--- config.mk ---
export PLATFORM = sky130hd
export DESIGN_NAME = pcfg_bank
export DESIGN_NICKNAME = d
export VERILOG_FILES = /design/src/rtl/pcfg_pkg.sv /design/src/rtl/pcfg_reg.sv /design/src/rtl/pcfg_bank.sv
export SDC_FILE = /design/constraint.sdc
export NUM_CORES = 1
export LEC_CHECK = 0
export ABC_CLOCK_PERIOD_IN_PS = 1100
export CORE_MARGIN = 2
export CORE_UTILIZATION = 23
export CTS_BUF_LIST = sky130_fd_sc_hd__clkbuf_2
export DETAILED_ROUTE_END_ITERATION = 10
export GPL_TIMING_DRIVEN = 0
export PLACE_DENSITY_LB_ADDON = 0.12
export SLEW_MARGIN = 40
export SYNTH_ARGS = -nofsm -noshare
export SYNTH_HDL_FRONTEND = slang
export SYNTH_SLANG_ARGS = --single-unit
--- constraint.sdc ---
create_clock -name clk -period 1.1 [get_ports clk]
set_clock_uncertainty 0.15 [all_clocks]
set_input_delay 0.11 -clock clk [delete_from_list [all_inputs] [get_ports clk]]
set_output_delay 0.11 -clock clk [all_outputs]
set_load 0.05 [all_outputs]
--- src/rtl/pcfg_pkg.sv ---
// Shared definitions for the pcfg_bank register bank: per-bit access types
// and the mask-priority decode used by every register slice.
package pcfg_pkg;

    typedef enum logic [1:0] {
        ACC_RW    = 2'd0,
        ACC_W1C   = 2'd1,
        ACC_PULSE = 2'd2,
        ACC_RO    = 2'd3
    } acc_t;

    // Overlapping masks resolve as W1C > PULSE > RW; a bit in no mask is RO.
    function automatic acc_t acc_type(input logic rw, input logic w1c, input logic pulse);
        acc_t t;
        if (w1c) begin
            t = ACC_W1C;
        end else if (pulse) begin
            t = ACC_PULSE;
        end else if (rw) begin
            t = ACC_RW;
        end else begin
            t = ACC_RO;
        end
        return t;
    endfunction

endpackage

--- src/rtl/pcfg_reg.sv ---
// One WIDTH-bit config/status register; each bit behaves as RW, W1C, PULSE
// or RO according to its mask bits.
module pcfg_reg
    import pcfg_pkg::*;
#(
    parameter int               WIDTH       = 8,
    parameter logic [WIDTH-1:0] RESET_VALUE = {WIDTH{1'b0}},
    parameter logic [WIDTH-1:0] RW_MASK     = {WIDTH{1'b0}},
    parameter logic [WIDTH-1:0] W1C_MASK    = {WIDTH{1'b0}},
    parameter logic [WIDTH-1:0] PULSE_MASK  = {WIDTH{1'b0}}
) (
    input  logic             clk,
    input  logic             rst,
    input  logic             we,
    input  logic [WIDTH-1:0] wd,
    input  logic [WIDTH-1:0] hw_in,
    output logic [WIDTH-1:0] val
);

    // Only bits that actually resolve to RW take a non-zero reset value.
    localparam logic [WIDTH-1:0] RST_Q = RESET_VALUE & RW_MASK & ~W1C_MASK & ~PULSE_MASK;

    logic [WIDTH-1:0] reg_d;
    logic [WIDTH-1:0] reg_q;

    // Per-bit next state and visible value; a hardware set beats a same-cycle clear.
    always_comb begin
        reg_d = reg_q;
        val   = reg_q;
        for (int i = 0; i < WIDTH; i++) begin
            case (acc_type(RW_MASK[i], W1C_MASK[i], PULSE_MASK[i]))
                ACC_RW: begin
                    if (we) begin
                        reg_d[i] = wd[i];
                    end else begin
                        reg_d[i] = reg_q[i];
                    end
                end
                ACC_W1C: begin
                    if (hw_in[i]) begin
                        reg_d[i] = 1'b1;
                    end else if (we && wd[i]) begin
                        reg_d[i] = 1'b0;
                    end else begin
                        reg_d[i] = reg_q[i];
                    end
                end
                ACC_PULSE: begin
                    reg_d[i] = we & wd[i];
                end
                ACC_RO: begin
                    reg_d[i] = 1'b0;
                    val[i]   = hw_in[i];
                end
                default: begin
                    reg_d[i] = 1'b0;
                    val[i]   = 1'b0;
                end
            endcase
        end
    end

    // Register state.
    always_ff @(posedge clk or posedge rst) begin
        if (rst) begin
            reg_q <= RST_Q;
        end else begin
            reg_q <= reg_d;
        end
    end

endmodule

--- src/rtl/pcfg_bank.sv ---
// Bank of NREG config/status registers behind a registered microprocessor
// port, with a registered interrupt from the sticky W1C bits.
module pcfg_bank
    import pcfg_pkg::*;
#(
    parameter int                    WIDTH       = 8,
    parameter int                    NREG        = 4,
    parameter int                    AW          = 2,
    parameter logic [NREG*WIDTH-1:0] RESET_VALUE = 32'h0000_00A5,
    parameter logic [NREG*WIDTH-1:0] RW_MASK     = 32'h0000_00FF,
    parameter logic [NREG*WIDTH-1:0] W1C_MASK    = 32'h0000_FF00,
    parameter logic [NREG*WIDTH-1:0] PULSE_MASK  = 32'h00FF_0000,
    parameter logic [NREG*WIDTH-1:0] IRQ_MASK    = 32'h0000_FF00
) (
    input  logic                  clk,
    input  logic                  rst,
    input  logic                  upen,
    input  logic                  upws,
    input  logic                  uprs,
    input  logic [AW-1:0]         upa,
    input  logic [WIDTH-1:0]      updi,
    output logic [WIDTH-1:0]      updo,
    output logic                  upack,
    input  logic [NREG*WIDTH-1:0] hw_in,
    output logic [NREG*WIDTH-1:0] out,
    output logic                  irq
);

    logic             wr_s;
    logic             rd_s;
    logic             hit_s;
    logic [NREG-1:0]  we_s;
    logic [WIDTH-1:0] rdata_s;
    logic [WIDTH-1:0] updo_d;
    logic [WIDTH-1:0] updo_q;
    logic             upack_d;
    logic             upack_q;
    logic             irq_d;
    logic             irq_q;

    for (genvar r = 0; r < NREG; r++) begin : g_reg
        pcfg_reg #(
            .WIDTH      (WIDTH),
            .RESET_VALUE(RESET_VALUE[r*WIDTH +: WIDTH]),
            .RW_MASK    (RW_MASK[r*WIDTH +: WIDTH]),
            .W1C_MASK   (W1C_MASK[r*WIDTH +: WIDTH]),
            .PULSE_MASK (PULSE_MASK[r*WIDTH +: WIDTH])
        ) u_reg (
            .clk  (clk),
            .rst  (rst),
            .we   (we_s[r]),
            .wd   (updi),
            .hw_in(hw_in[r*WIDTH +: WIDTH]),
            .val  (out[r*WIDTH +: WIDTH])
        );
    end

    // Address decode and read mux; unmapped addresses hit nothing and read as zero.
    always_comb begin
        wr_s    = upen & upws;
        rd_s    = upen & uprs & ~upws;
        hit_s   = 1'b0;
        we_s    = {NREG{1'b0}};
        rdata_s = {WIDTH{1'b0}};
        for (int r = 0; r < NREG; r++) begin
            if (upa == AW'(r)) begin
                hit_s   = 1'b1;
                we_s[r] = wr_s;
                rdata_s = out[r*WIDTH +: WIDTH];
            end else begin
                we_s[r] = 1'b0;
            end
        end
        if (rd_s && hit_s) begin
            updo_d = rdata_s;
        end else begin
            updo_d = {WIDTH{1'b0}};
        end
        upack_d = upen & (upws | uprs);
        irq_d   = |(out & W1C_MASK & IRQ_MASK);
    end

    // Registered port response and interrupt.
    always_ff @(posedge clk or posedge rst) begin
        if (rst) begin
            updo_q  <= {WIDTH{1'b0}};
            upack_q <= 1'b0;
            irq_q   <= 1'b0;
        end else begin
            updo_q  <= updo_d;
            upack_q <= upack_d;
            irq_q   <= irq_d;
        end
    end

    assign updo  = updo_q;
    assign upack = upack_q;
    assign irq   = irq_q;

endmodule

==> metrics.log <==
INFO  metric number_of_buffers_inserted_by_port_buffering = 71
INFO  metric critical_path.n_buffers_inverters = 1
INFO  metric synth.yosys.seq_area_share = between 50% and 60%
INFO  metric timing.critical_path.to_type = output port
INFO  metric dr.first_iter.drc_count = 41
INFO  metric placedCellCount = 269
INFO  metric tritoncts.num_buffers = 5
INFO  metric cts.sink_count = 34
INFO  metric antenna-diode-count = 0
INFO  metric post_synth_main_area_contributors = sky130_fd_sc_hd__dfrtp_1 (49%), sky130_fd_sc_hd__mux2i_1 (10%), sky130_fd_sc_hd__mux2_4 (7.8%)
INFO  metric p_leak = around 1.4 nW
INFO  metric clkSlewWorstSetupHoldPaths = 180 ps
INFO  metric worst_path_dominant_cell_family = flip-flops
INFO  metric cp.required = 840 ps
INFO  metric vias_per_cell = between 4 and 5
INFO  metric drc = 2
INFO  metric fp-row-count = 29
INFO  metric die_height = between 80 and 90 um
INFO  metric setup_total_negative_slack = -5210 ps
INFO  metric htree_num_levels = 2
INFO  metric mostFrequentLayoutCell = sky130_fd_sc_hd__buf_6
INFO  metric final.min_clock_period = 1380 ps
INFO  metric post_synth_num_cell_types = 20
INFO  metric grt_pass1_wl = slightly above 7 mm
INFO  metric global_route.usage.total = roughly 13%
INFO  metric relSlewSlack = a little over half
INFO  metric r2r_start = g_reg[0].u_reg.val[5]
INFO  metric syn_to_final_growth = 83.5%
INFO  metric cts_buffer_depth = 2
INFO  metric power = ~3.5 mW
INFO  metric finalHoldWorstSlack = -16.2 ps
INFO  metric coreArea = 6420 um2
INFO  metric clk_root_buffer_cell = sky130_fd_sc_hd__clkbuf_2
INFO  metric first_global_vias = about 1400
INFO  metric maximum_number_of_pins_on_one_net_before_global_route_repair = 35
INFO  metric syn-instance-count = 121
INFO  metric first_pass_iters = 9
INFO  metric critical_path.max_stage_delay = 590 ps
INFO  metric synth_seq_cells = 34
INFO  metric routed_wire_length_per_instance = 15.2 um
INFO  metric routedLengthMet1 = roughly 1.9 mm
INFO  metric fin_cells = slightly above 300
INFO  metric antenna_left = 0
INFO  metric die_extent_in_x = 85.8 um
INFO  metric drv.max_cap_violation_count = 0
INFO  metric cp_data_arrival_time = about 1100 ps
INFO  metric crit_path_start = g_reg[0].u_reg.val[2]
INFO  metric criticalPathCategory = register to output port
INFO  metric antenna_found_initial = 0
INFO  metric postSynthNetCount = around 170
INFO  metric nets_final = about 270
INFO  metric cp_cell_sequence = buf_8
INFO  metric synth_area = 1540 um2
INFO  metric insertion_delay = approximately 380 ps
INFO  metric yosysWarnings = 0
INFO  metric critical_path.startpoint_type = register
INFO  metric final_cell_mix = sky130_fd_sc_hd__buf_6 (44), sky130_fd_sc_hd__dfrtp_1 (22), sky130_fd_sc_hd__buf_4 (20)
INFO  metric timing.final.max_slew_violations = 0
INFO  metric synth_top_area_cell = sky130_fd_sc_hd__dfrtp_1
INFO  metric finalWorstSetupSlack = -283 ps
INFO  metric drive_above_1_share = about half
INFO  metric tightestPinTransition = about 700 ps
INFO  metric synthDominantCellAreaShare = about half
INFO  metric design.portCount = 89
INFO  metric wl = about 4.6 mm
INFO  metric grt-ovfl-total = 0
INFO  metric cts_tree = yes
INFO  metric route.met2.wl = approximately 2.4 mm
INFO  metric violations = design-rule violations, negative hold slack, negative setup slack
INFO  metric routed-via-count = approximately 1300
INFO  metric min_period_over_period = 126%
INFO  metric finalSetupViolations = between 40 and 50
INFO  metric power.density_cell_area = 1250 nW/um2
INFO  metric detailed_place_hpwl = ~3.2 mm
INFO  metric holdCritPathClass = input port to asynchronous set/reset pin
INFO  metric crit_fanout = 2
INFO  metric postSynthAreaPerCell = approximately 13 um2
INFO  metric final_hold_viol_count = 16
INFO  metric rsz0062_at_grt = true
INFO  metric floorplan.initialDensity = between 20% and 30%
INFO  metric met3WireLength = ~280 um
INFO  metric timing.fmax = ~0.72 GHz
INFO  metric routabilityCongestion = between 0.7 and 0.8
INFO  metric design.die.area = ~7400 um2
INFO  metric routed.top_layer = met4
INFO  metric vdd_drop_max = ~400 uV
INFO  metric status = complete, but fails checks
INFO  metric cp_slowest_cell = sky130_fd_sc_hd__dfstp_2
## power breakdown
part | internal [mW] | switching (mW) | leakage [nW] | total, mW
combinational | 0.621 | 0.630 | 0.927 | 1.25
sequential | 1.36 | 0.0802 | 0.401 | 1.44
clock | 0.388 | 0.430 | 0.0406 | 0.818
## logic make-up (layout without fill, tap and decap cells)
logic type	after synthesis	after routing	synth area share, %
buffers and inverters	22	128	8.62
muxes	24	24	18.2
AOI/OAI and AO/OA	17	17	7.00
DFF	34	34	55.7
and+or+nand+nor	24	24	10.5
## cells in the mapped netlist
library cell                 n
sky130_fd_sc_hd__buf_6       2
sky130_fd_sc_hd__nand4b_1    1
sky130_fd_sc_hd__buf_4       9
sky130_fd_sc_hd__and4b_1     2
sky130_fd_sc_hd__dfstp_2     4
sky130_fd_sc_hd__and2_1      8
sky130_fd_sc_hd__o22ai_1     8
sky130_fd_sc_hd__dfrtp_1    30
sky130_fd_sc_hd__nor4_1      2
sky130_fd_sc_hd__mux2i_1    16
sky130_fd_sc_hd__clkbuf_1    1
sky130_fd_sc_hd__nand4bb_1   1
sky130_fd_sc_hd__nor2_1      8
sky130_fd_sc_hd__a31oi_1     8
sky130_fd_sc_hd__o21a_1      1
sky130_fd_sc_hd__nor4bb_4    1
sky130_fd_sc_hd__nand2_1     1
sky130_fd_sc_hd__mux2_4      8
sky130_fd_sc_hd__inv_1       9
sky130_fd_sc_hd__buf_2       1
## per-stage QoR
step | utilization [%] | instance area, um2 | hold slack, ps | setup slack (ps)
after floorplan | - | 1560 | 52.3 | -137
after global placement | 36.8 | 2360 | 345 | -813
after detailed placement | 36.8 | 2360 | 344 | -729
after CTS | 42.7 | 2740 | -4.72 | -310
after global routing | 43.9 | 2820 | 21.3 | -341
final | 43.9 | 2820 | -16.2 | -283
## worst paths after layout
check | cells after the start | endpoint | slack [ps]
max | 1 | out[2] | -280
min | 2 | upack | -20
max reg2reg | 4 | updo[5] | -90
min reg2reg | 3 | irq | 470
max in group asynchronous | 2 | g_reg[1].u_reg.val[2] | 320
min in group clk | 3 | updo[4] | 20
## routing by layer
| layer | vias up | GRT usage (%) |
|---|---|---|
| li1 | 632 | - |
| met1 | 625 | 15.3 |
| met2 | 44 | 22.7 |
| met3 | 6 | 3.46 |
| met4 | 0 | 4.33 |
| met5 | - | 0 |
## final cells by class
cell class / instances / area (um2)
timing repair buffer: 99 / 1060
inverter: 9 / 33.8
clock buffer: 6 / 30.0
buffer: 12 / 104
tap: 77 / 96.3
clock inverter: 2 / 33.8
sequential: 34 / 866
multi-input combinational: 65 / 594
fill: 622 / 3600
## what timing repair did
item                                    CTS  global route
hold endpoints to repair                 17             0
endpoints found under the setup margin   74            47
pin swaps                                 2             8
buffers inserted                         19             8
gates cloned                              0             0
resized for setup                       327            16
hold buffers                              4             0
## flip-flops by register name, summed over array words and instances, names as in the netlist
name,flops
g.u_reg.val,24
updo,8
irq,1
upack,1
(Power assumes the default switching activity.)
